--- config.mk ---
export PLATFORM = sky130hd
export DESIGN_NAME = ifetch_queue
export DESIGN_NICKNAME = d
export VERILOG_FILES = /design/src/rtl/ifetch_queue.sv
export SDC_FILE = /design/constraint.sdc
export NUM_CORES = 1
export LEC_CHECK = 0
export CORE_ASPECT_RATIO = 0.5
export CORE_MARGIN = 2
export CORE_UTILIZATION = 45
export CTS_CLUSTER_DIAMETER = 80
export CTS_CLUSTER_SIZE = 30
export DETAILED_ROUTE_END_ITERATION = 8
export PLACE_DENSITY = 0.72
export SKIP_CTS_REPAIR_TIMING = 1
export SLEW_MARGIN = 20
export SYNTH_ARGS = -nofsm -noshare
export SYNTH_HDL_FRONTEND = slang
export SYNTH_SLANG_ARGS = --single-unit
--- constraint.sdc ---
create_clock -name clock -period 3.1 [get_ports clock]
set_input_delay 0.465 -clock clock [delete_from_list [all_inputs] [get_ports clock]]
set_output_delay 0.465 -clock clock [all_outputs]
set_load 0.05 [all_outputs]
--- src/rtl/ifetch_queue.sv ---
// rtl/ifetch_queue.sv - instruction prefetch queue feeding 16-bit parcels to an RV32C decoder
// Fetches aligned 32-bit words, splits them into parcels and drops stale responses after a redirect.
module ifetch_queue #(
  parameter int          DEPTH    = 4,
  parameter logic [31:0] RESET_PC = 32'd0
) (
  input  logic        clock,
  input  logic        reset,
  input  logic        redirect,
  input  logic [31:0] redirect_pc,
  output logic [15:0] inst,
  output logic [31:0] inst_pc,
  output logic        inst_valid,
  input  logic        inst_ready,
  output logic        mem_req,
  output logic [31:0] mem_addr,
  input  logic        mem_ready,
  input  logic        mem_rvalid,
  input  logic [31:0] mem_rdata
);
  localparam int AW = $clog2(DEPTH);
  localparam logic [AW:0]   MAX_FILL = (AW+1)'(DEPTH - 2);
  localparam logic [AW-1:0] PTR_ONE  = AW'(1);
  localparam logic [AW-1:0] PTR_TWO  = AW'(2);

  logic [15:0]   fifo [DEPTH];
  logic [AW-1:0] rd_ptr;
  logic [AW-1:0] wr_ptr;
  logic [AW:0]   count;
  logic [AW:0]   count_next;
  logic [AW:0]   push_cnt;
  logic [31:0]   head_pc;
  logic [31:0]   fetch_addr;
  logic          skip_low;
  logic          outstanding;
  logic          discard;
  logic          accept;
  logic          take;
  logic          pop;

  // Only issue when a whole word is guaranteed to fit.
  assign mem_req    = !reset && !redirect && !outstanding && (count <= MAX_FILL);
  assign mem_addr   = fetch_addr;
  assign inst_valid = (count != '0);
  assign inst       = fifo[rd_ptr];
  assign inst_pc    = head_pc;
  assign accept     = mem_req && mem_ready;
  assign take       = mem_rvalid && outstanding && !discard;
  assign pop        = inst_valid && inst_ready;

  always_comb begin
    push_cnt = '0;
    if (take) push_cnt = skip_low ? (AW+1)'(1) : (AW+1)'(2);
    count_next = count + push_cnt - {{AW{1'b0}}, pop};
  end

  always_ff @(posedge clock) begin
    if (reset) begin
      rd_ptr      <= '0;
      wr_ptr      <= '0;
      count       <= '0;
      head_pc     <= {RESET_PC[31:1], 1'b0};
      fetch_addr  <= {RESET_PC[31:2], 2'b00};
      skip_low    <= RESET_PC[1];
      outstanding <= 1'b0;
      discard     <= 1'b0;
    end else if (redirect) begin
      rd_ptr      <= '0;
      wr_ptr      <= '0;
      count       <= '0;
      head_pc     <= {redirect_pc[31:1], 1'b0};
      fetch_addr  <= {redirect_pc[31:2], 2'b00};
      skip_low    <= redirect_pc[1];
      outstanding <= 1'b0;
      discard     <= outstanding && !mem_rvalid;
    end else begin
      if (accept) begin
        outstanding <= 1'b1;
        fetch_addr  <= fetch_addr + 32'd4;
      end
      // The stale response owed from before a redirect is swallowed even if a new request is already out.
      if (mem_rvalid && discard) begin
        discard <= 1'b0;
      end else if (take) begin
        outstanding <= 1'b0;
        skip_low    <= 1'b0;
        if (skip_low) begin
          fifo[wr_ptr] <= mem_rdata[31:16];
          wr_ptr       <= wr_ptr + PTR_ONE;
        end else begin
          fifo[wr_ptr]           <= mem_rdata[15:0];
          fifo[wr_ptr + PTR_ONE] <= mem_rdata[31:16];
          wr_ptr                 <= wr_ptr + PTR_TWO;
        end
      end
      if (pop) begin
        rd_ptr  <= rd_ptr + PTR_ONE;
        head_pc <= head_pc + 32'd2;
      end
      count <= count_next;
    end
  end
endmodule

==> flow_summary.toml, run 1 <==
[global_route]
grt_max_degree = 48
grt_pass1_wl_um = 29540
grt_use_total_pct = 22.18
overflow = 0
grt_pass1_vias = 5610
antenna_found_initial = 0

[timing]
fin_skew_ps = 8.508
setup_viol = 0
hold_violations = 0
setup_ws_ps = 303.1
relSlewSlack_pct = 40.75
fmax_mhz = 357.5
worstMarginPinSlew_ps = 880.6
drv_slew = 0
fin_crit_ps = 2797
rsz0062_at_grt = "no"
finalSetupTns_ps = 0
post-route-period-util_pct = 90.22

[cts]
path_clk_slew_ps = 60
clk_latency_ps = 420
cts_root_buf = "clkbuf_16"
tritoncts = "yes"
cts_buffers = 17
clock_path_buffers = 2
clock_sink_count = 137
cts.htree.levels = 4

[drt]
drtIter0Drc = 431
drt_pass1_iterations = 5
drc = 0
wl_per_cell_um = 17.82
drtAntennaViolNets = 0
num_vias = 5773
viasPerCell = 5.605
drt-total-wl_um = 18350

[worst_hold_path]
hold_class = "in2reg"

[power]
p_leak_nw = 3.311
p_comb_share_pct = 14.5
p_per_area_nw_per_um2 = 484.2
peakVddDrop_mv = 0.4586
netSwitchingFraction_pct = 28.98
finalPower_mw = 4.623
switching_power_mw = 1.339
p_int_mw = 3.283
p_clk_share_pct = 41.7
power_frac_seq_pct = 43.8

[setup_path]
end_kind = "primary output"
slowest_stage = "clkdlybuf4s50_1"
worst_ep_arrival_time_ps = 2330
cp_max_fo = 16
slowest_delay_ps = 720
crit_type = "reg2out"
worst_setup_path_start_kind = "flop"
worst-path-buf-inv = 2
rrSetupSlack_ps = 600
path_cells = "buf_4, mux4_2, clkdlybuf4s50_1"
cpLargestDelayFamily = "buffers and inverters"
worst_ep_required_time_ps = 2630

[die]
ioPinCount = 152
die_h_um = 93.43
row_count = 32
start_util_pct = 46.33
dieArea_um2 = 17080
die_x_um = 182.8
core_area_um2 = 15530

[synthesis]
synth_flop_cell = "dfxtp_1"
synth_edf_count = 64
syn_inst = 658
netlist_area_um2 = 7197
async_flop_share_pct = 0
ys_seq_area_share_pct = 47.01
synth.distinct_cells = 58
synth_seq_cells = 137
yosys_warnings = 0
syn_avg_cell_area_um2 = 10.94

[placement]
dp_slack_ps = 352.3
gp_congestion = 0.8378
io_buffer_count = 147
place_hpwl_um = 12830

[run_status]
status = "finished clean"

[cells_and_area]
fillers = 1262
n_antenna_cell = 0
drive_gt1_share_pct = 21.43
nets = 895
synthToLayoutAreaGrowth_pct = 32.67

[run]
drv_cap = 0
final timing paths:
| kind | startpoint | end | depth (start not counted) |
|---|---|---|---|
| setup / recovery | flop | inst[3] | 3 |
| hold / removal | reset | count[1]$_SDFF_PP0_ | 3 |
| setup reg to reg | mem_addr[2]$_SDFFE_PP0P_ | mem_addr[24]$_SDFFE_PP0P_ | 6 |
| hold reg to reg | mem_addr[30]$_SDFFE_PP0P_ | mem_addr[30]$_SDFFE_PP0P_ | 2 |
cells in the final DEF (no fill, tap or decap), drive strengths merged, types with 16 or more instances in the layout:
master | synthesis | layout
nor2 | 50 | 50
clkbuf | 22 | 17
mux2 | 69 | 69
nand4 | 28 | 28
xnor2 | 24 | 24
inv | 20 | 28
nand3 | 22 | 22
nor3 | 17 | 17
clkdlybuf4s50 | 0 | 136
and3 | 19 | 19
a211oi | 16 | 16
edfxtp | 64 | 64
mux4 | 16 | 16
xor2 | 20 | 20
buf | 17 | 37
dfxtp | 73 | 73
a21oi | 28 | 28
nand2 | 48 | 48
synth_stat cells, types with 14 or more instances:
| master | instances | area share, % |
|---|---|---|
| clkbuf_1 | 22 | 1.1 |
| and3_1 | 19 | 1.7 |
| mux4_2 | 16 | 5.0 |
| nand3_1 | 21 | 1.5 |
| a211oi_1 | 14 | 1.5 |
| nor2_1 | 49 | 2.6 |
| a21oi_1 | 28 | 1.9 |
| xnor2_1 | 24 | 2.9 |
| dfxtp_1 | 73 | 20 |
| edfxtp_1 | 64 | 27 |
| nand4_1 | 27 | 2.3 |
| nand2_1 | 48 | 2.5 |
| xor2_1 | 20 | 2.4 |
| inv_1 | 20 | 1.0 |
| mux2_2 | 69 | 11 |
power groups by stage:
stage | combinational [mW] | clock (mW) | sequential (mW)
global placement | 0.659 | 0 | 2.06
finish | 0.670 | 1.93 | 2.03
detailed placement | 0.667 | 0 | 2.06
floorplan | 0.223 | 0 | 2.22
CTS | 0.671 | 1.96 | 2.02
global route | 0.712 | 2.04 | 2.03
state kept, by name (all words and copies together), names as in the netlist, named ones only:
name and cells:
count 3, outstanding 1, skip_low 1, rd_ptr 2, inst_pc 31, discard 1
fifo 64, wr_ptr 2, mem_addr 30
final cells by class:
| cell class | count | area, um^2 | share of cell area, % |
|---|---|---|---|
| Sequential cell | 137 | 3383 | 35.43 |
| Inverter | 21 | 78.83 | 0.8256 |
| Clock buffer | 17 | 425.4 | 4.456 |
| Tap cell | 204 | 255.2 | 2.673 |
| Multi-Input combinational cell | 463 | 3562 | 37.31 |
| Clock inverter | 15 | 131.4 | 1.376 |
| Timing Repair Buffer | 173 | 1712 | 17.93 |
routing by layer:
metal	vias up	GRT usage, %	part of all wire, %
met5	-	0	0
met4	0	5.867	0.90
met3	20	4.011	4.9
met2	177	36.79	48
met1	2806	30.21	46
li1	2770	-	-
kinds of logic after synthesis:
family | Yosys count | synth area share (%)
fa+ha+maj | 12 | 2.191
compound gates | 100 | 9.232
mux | 86 | 15.94
other cells | 1 | 0.05211
flops | 137 | 47.01
xor+xnor | 44 | 5.355
simple gates | 218 | 16.62
buf+inv | 60 | 3.599
per-stage QoR:
step / instance area (um^2) / instances / hold WS, ps / util (%)
4_1_cts: 9548 / 1030 / 408.3 / 61.46
3_5_place_dp: 8991 / 998 / 526.6 / 57.88
6_report: 9548 / 1030 / 415.9 / 61.46
3_3_place_gp: 8991 / 998 / 506.6 / 57.88
5_1_grt: 9548 / 1030 / 435.4 / 61.46
2_1_floorplan: 7204 / 660 / 484.7 / -
worst reg2reg max path: stages, from the launching register on:
cell and delay [ps]:
dfxtp_1 440, ha_1 290, nand3_1 280, nor4_1 810, and2_1 250, nand2_1 80
o311ai_1 260
No activity file was read; power rests on OpenSTA's default activity.
==> run 2, diff against run 1 <==
GPL_TIMING_DRIVEN = 0   (was unset)
SLEW_MARGIN = 30   (was 20)
clock period = 3.5 ns   (was 3.1 ns; I/O delays follow)
==> flow_summary.toml, run 2 (synthesis gave the netlist of run 1 again) <==
[run_status]
status = "finished clean"

[drt]
viasPerCell = 5.674
drt_pass1_iterations = 7
drtAntennaViolNets = 0
drc = 0
wl_per_cell_um = 19.28
drt-total-wl_um = 20130
drtIter0Drc = 406
num_vias = 5924

[placement]
dp_slack_ps = 208.2
io_buffer_count = 145
gp_congestion = 0.8986
place_hpwl_um = 14270

[timing]
fin_crit_ps = 3377
hold_violations = 0
setup_ws_ps = 122.6
fmax_mhz = 296.1
worstMarginPinSlew_ps = 920.8
setup_viol = 0
fin_skew_ps = 18.64
drv_slew = 0
relSlewSlack_pct = 38.10
rsz0062_at_grt = "no"
post-route-period-util_pct = 96.50

[cells_and_area]
most-common-layout-cells = "clkdlybuf4s50_1 (145), dfxtp_1 (72), mux2_2 (69)"
largest_reg_flops = 64
synthToLayoutAreaGrowth_pct = 33.52
n_antenna_cell = 0
nets = 909
drive_gt1_share_pct = 19.29
final_util_pct = 61.86
fillers = 1288
layout_commonest_cell = "clkdlybuf4s50_1"
largest-register = "fifo"

[die]
core_area_um2 = 15530
start_util_pct = 46.33
ioPinCount = 152
row_count = 32
die_h_um = 93.43
dieArea_um2 = 17080
die_x_um = 182.8

[cts]
clk_latency_ps = 430
clock_sink_count = 137
clock_path_buffers = 2
path_clk_slew_ps = 60
tritoncts = "yes"
cts_buffers = 17
cts.htree.levels = 4
cts_root_buf = "clkbuf_16"

[global_route]
grt_use_total_pct = 24.11
grt_max_degree = 17
overflow = 0
antenna_found_initial = 0
grt_pass1_wl_um = 31770
grt_pass1_vias = 5750

[power]
p_comb_share_pct = 13.8
p_int_mw = 3.182
power_frac_seq_pct = 41.1
p_per_area_nw_per_um2 = 454.7
p_clk_share_pct = 45.1
p_leak_nw = 3.311
peakVddDrop_mv = 0.3406
finalPower_mw = 4.370
switching_power_mw = 1.188
netSwitchingFraction_pct = 27.18

[setup_path]
worst_ep_required_time_ps = 2970
worst_setup_path_start_kind = "flop"
rr_startpoint = "count[2]$_SDFF_PP0_"
r2r_end = "count[2]$_SDFF_PP0_"
worst_ep_arrival_time_ps = 2850
crit_type = "reg2out"
end_kind = "primary output"
worst-r2r-cell-count = 8
rrSetupSlack_ps = 640
cp_max_fo = 10

[worst_hold_path]
holdPathStages = 2
hp-start = "outstanding$_SDFF_PP0_"
hold_class = "reg2reg"
min_to = "outstanding$_SDFF_PP0_"

[run]
drv_cap = 0
## run 2: changes by cell type in the layout (fill, tap and decap cells not counted), sizes merged
| cell | delta |
|---|---|
| clkinvlp | -2 |
| clkdlybuf4s50 | +9 |
| bufinv | +4 |
| buf | -16 |
| clkbuf | +21 |
| clkinv | -2 |
## run 2: how the worst max path moves through the flow
stage                            end  slack [ps]
2_1_floorplan    count[2]$_SDFF_PP0_        1130
3_3_place_gp   fifo[1][10]$_DFFE_PP_         200
3_5_place_dp   fifo[3][14]$_DFFE_PP_         210
4_1_cts                      inst[6]        -110
5_1_grt                     inst[14]          20
6_report                    inst[14]         120
## run 2: stage by stage
| step | cell area, um^2 | hold slack (ps) | std cells | TNS (ps) |
|---|---|---|---|---|
| after floorplan | 7204 | 484.7 | 660 | 0 |
| after global placement | 8911 | 505.0 | 1009 | 0 |
| after detailed placement | 8977 | 521.0 | 1013 | 0 |
| after CTS | 9612 | 530.8 | 1045 | -706.5 |
| after global routing | 9609 | 549.3 | 1044 | 0 |
| final | 9609 | 527.7 | 1044 | 0 |
## run 2: routing by layer
metal / vias up / part of all wire, % / GRT usage (%)
li1: 2785 / - / -
met1: 2874 / 45 / 31.92
met2: 248 / 47 / 39.86
met3: 17 / 7.2 / 5.880
met4: 0 / 1.0 / 6.400
met5: - / 0 / 0
## run 2: cell type report
cell class / instances / area, um^2 / area share (%)
Tap cell: 204 / 255.2 / 2.656
Clock buffer: 17 / 425.4 / 4.427
Timing Repair Buffer: 149 / 1508 / 15.69
Buffer: 38 / 176.4 / 1.836
Sequential cell: 137 / 3385 / 35.22
Clock inverter: 15 / 209.0 / 2.174
Inverter: 21 / 78.83 / 0.8203
Multi-Input combinational cell: 463 / 3572 / 37.17
## run 2: critical path: stages (launching register included)
cell	delay (ps)
dfxtp_1	300
clkbuf_1	400
clkbuf_1	560
mux4_2	370
clkdlybuf4s50_1	810
## run 2: power by group through the flow
stage | sequential, mW | clock (mW) | combinational (mW)
after global placement | 1.83 | 0 | 0.593
after floorplan | 1.97 | 0 | 0.198
after global routing | 1.80 | 2.05 | 0.639
after detailed placement | 1.83 | 0 | 0.600
after CTS | 1.79 | 1.98 | 0.603
final | 1.80 | 1.97 | 0.604
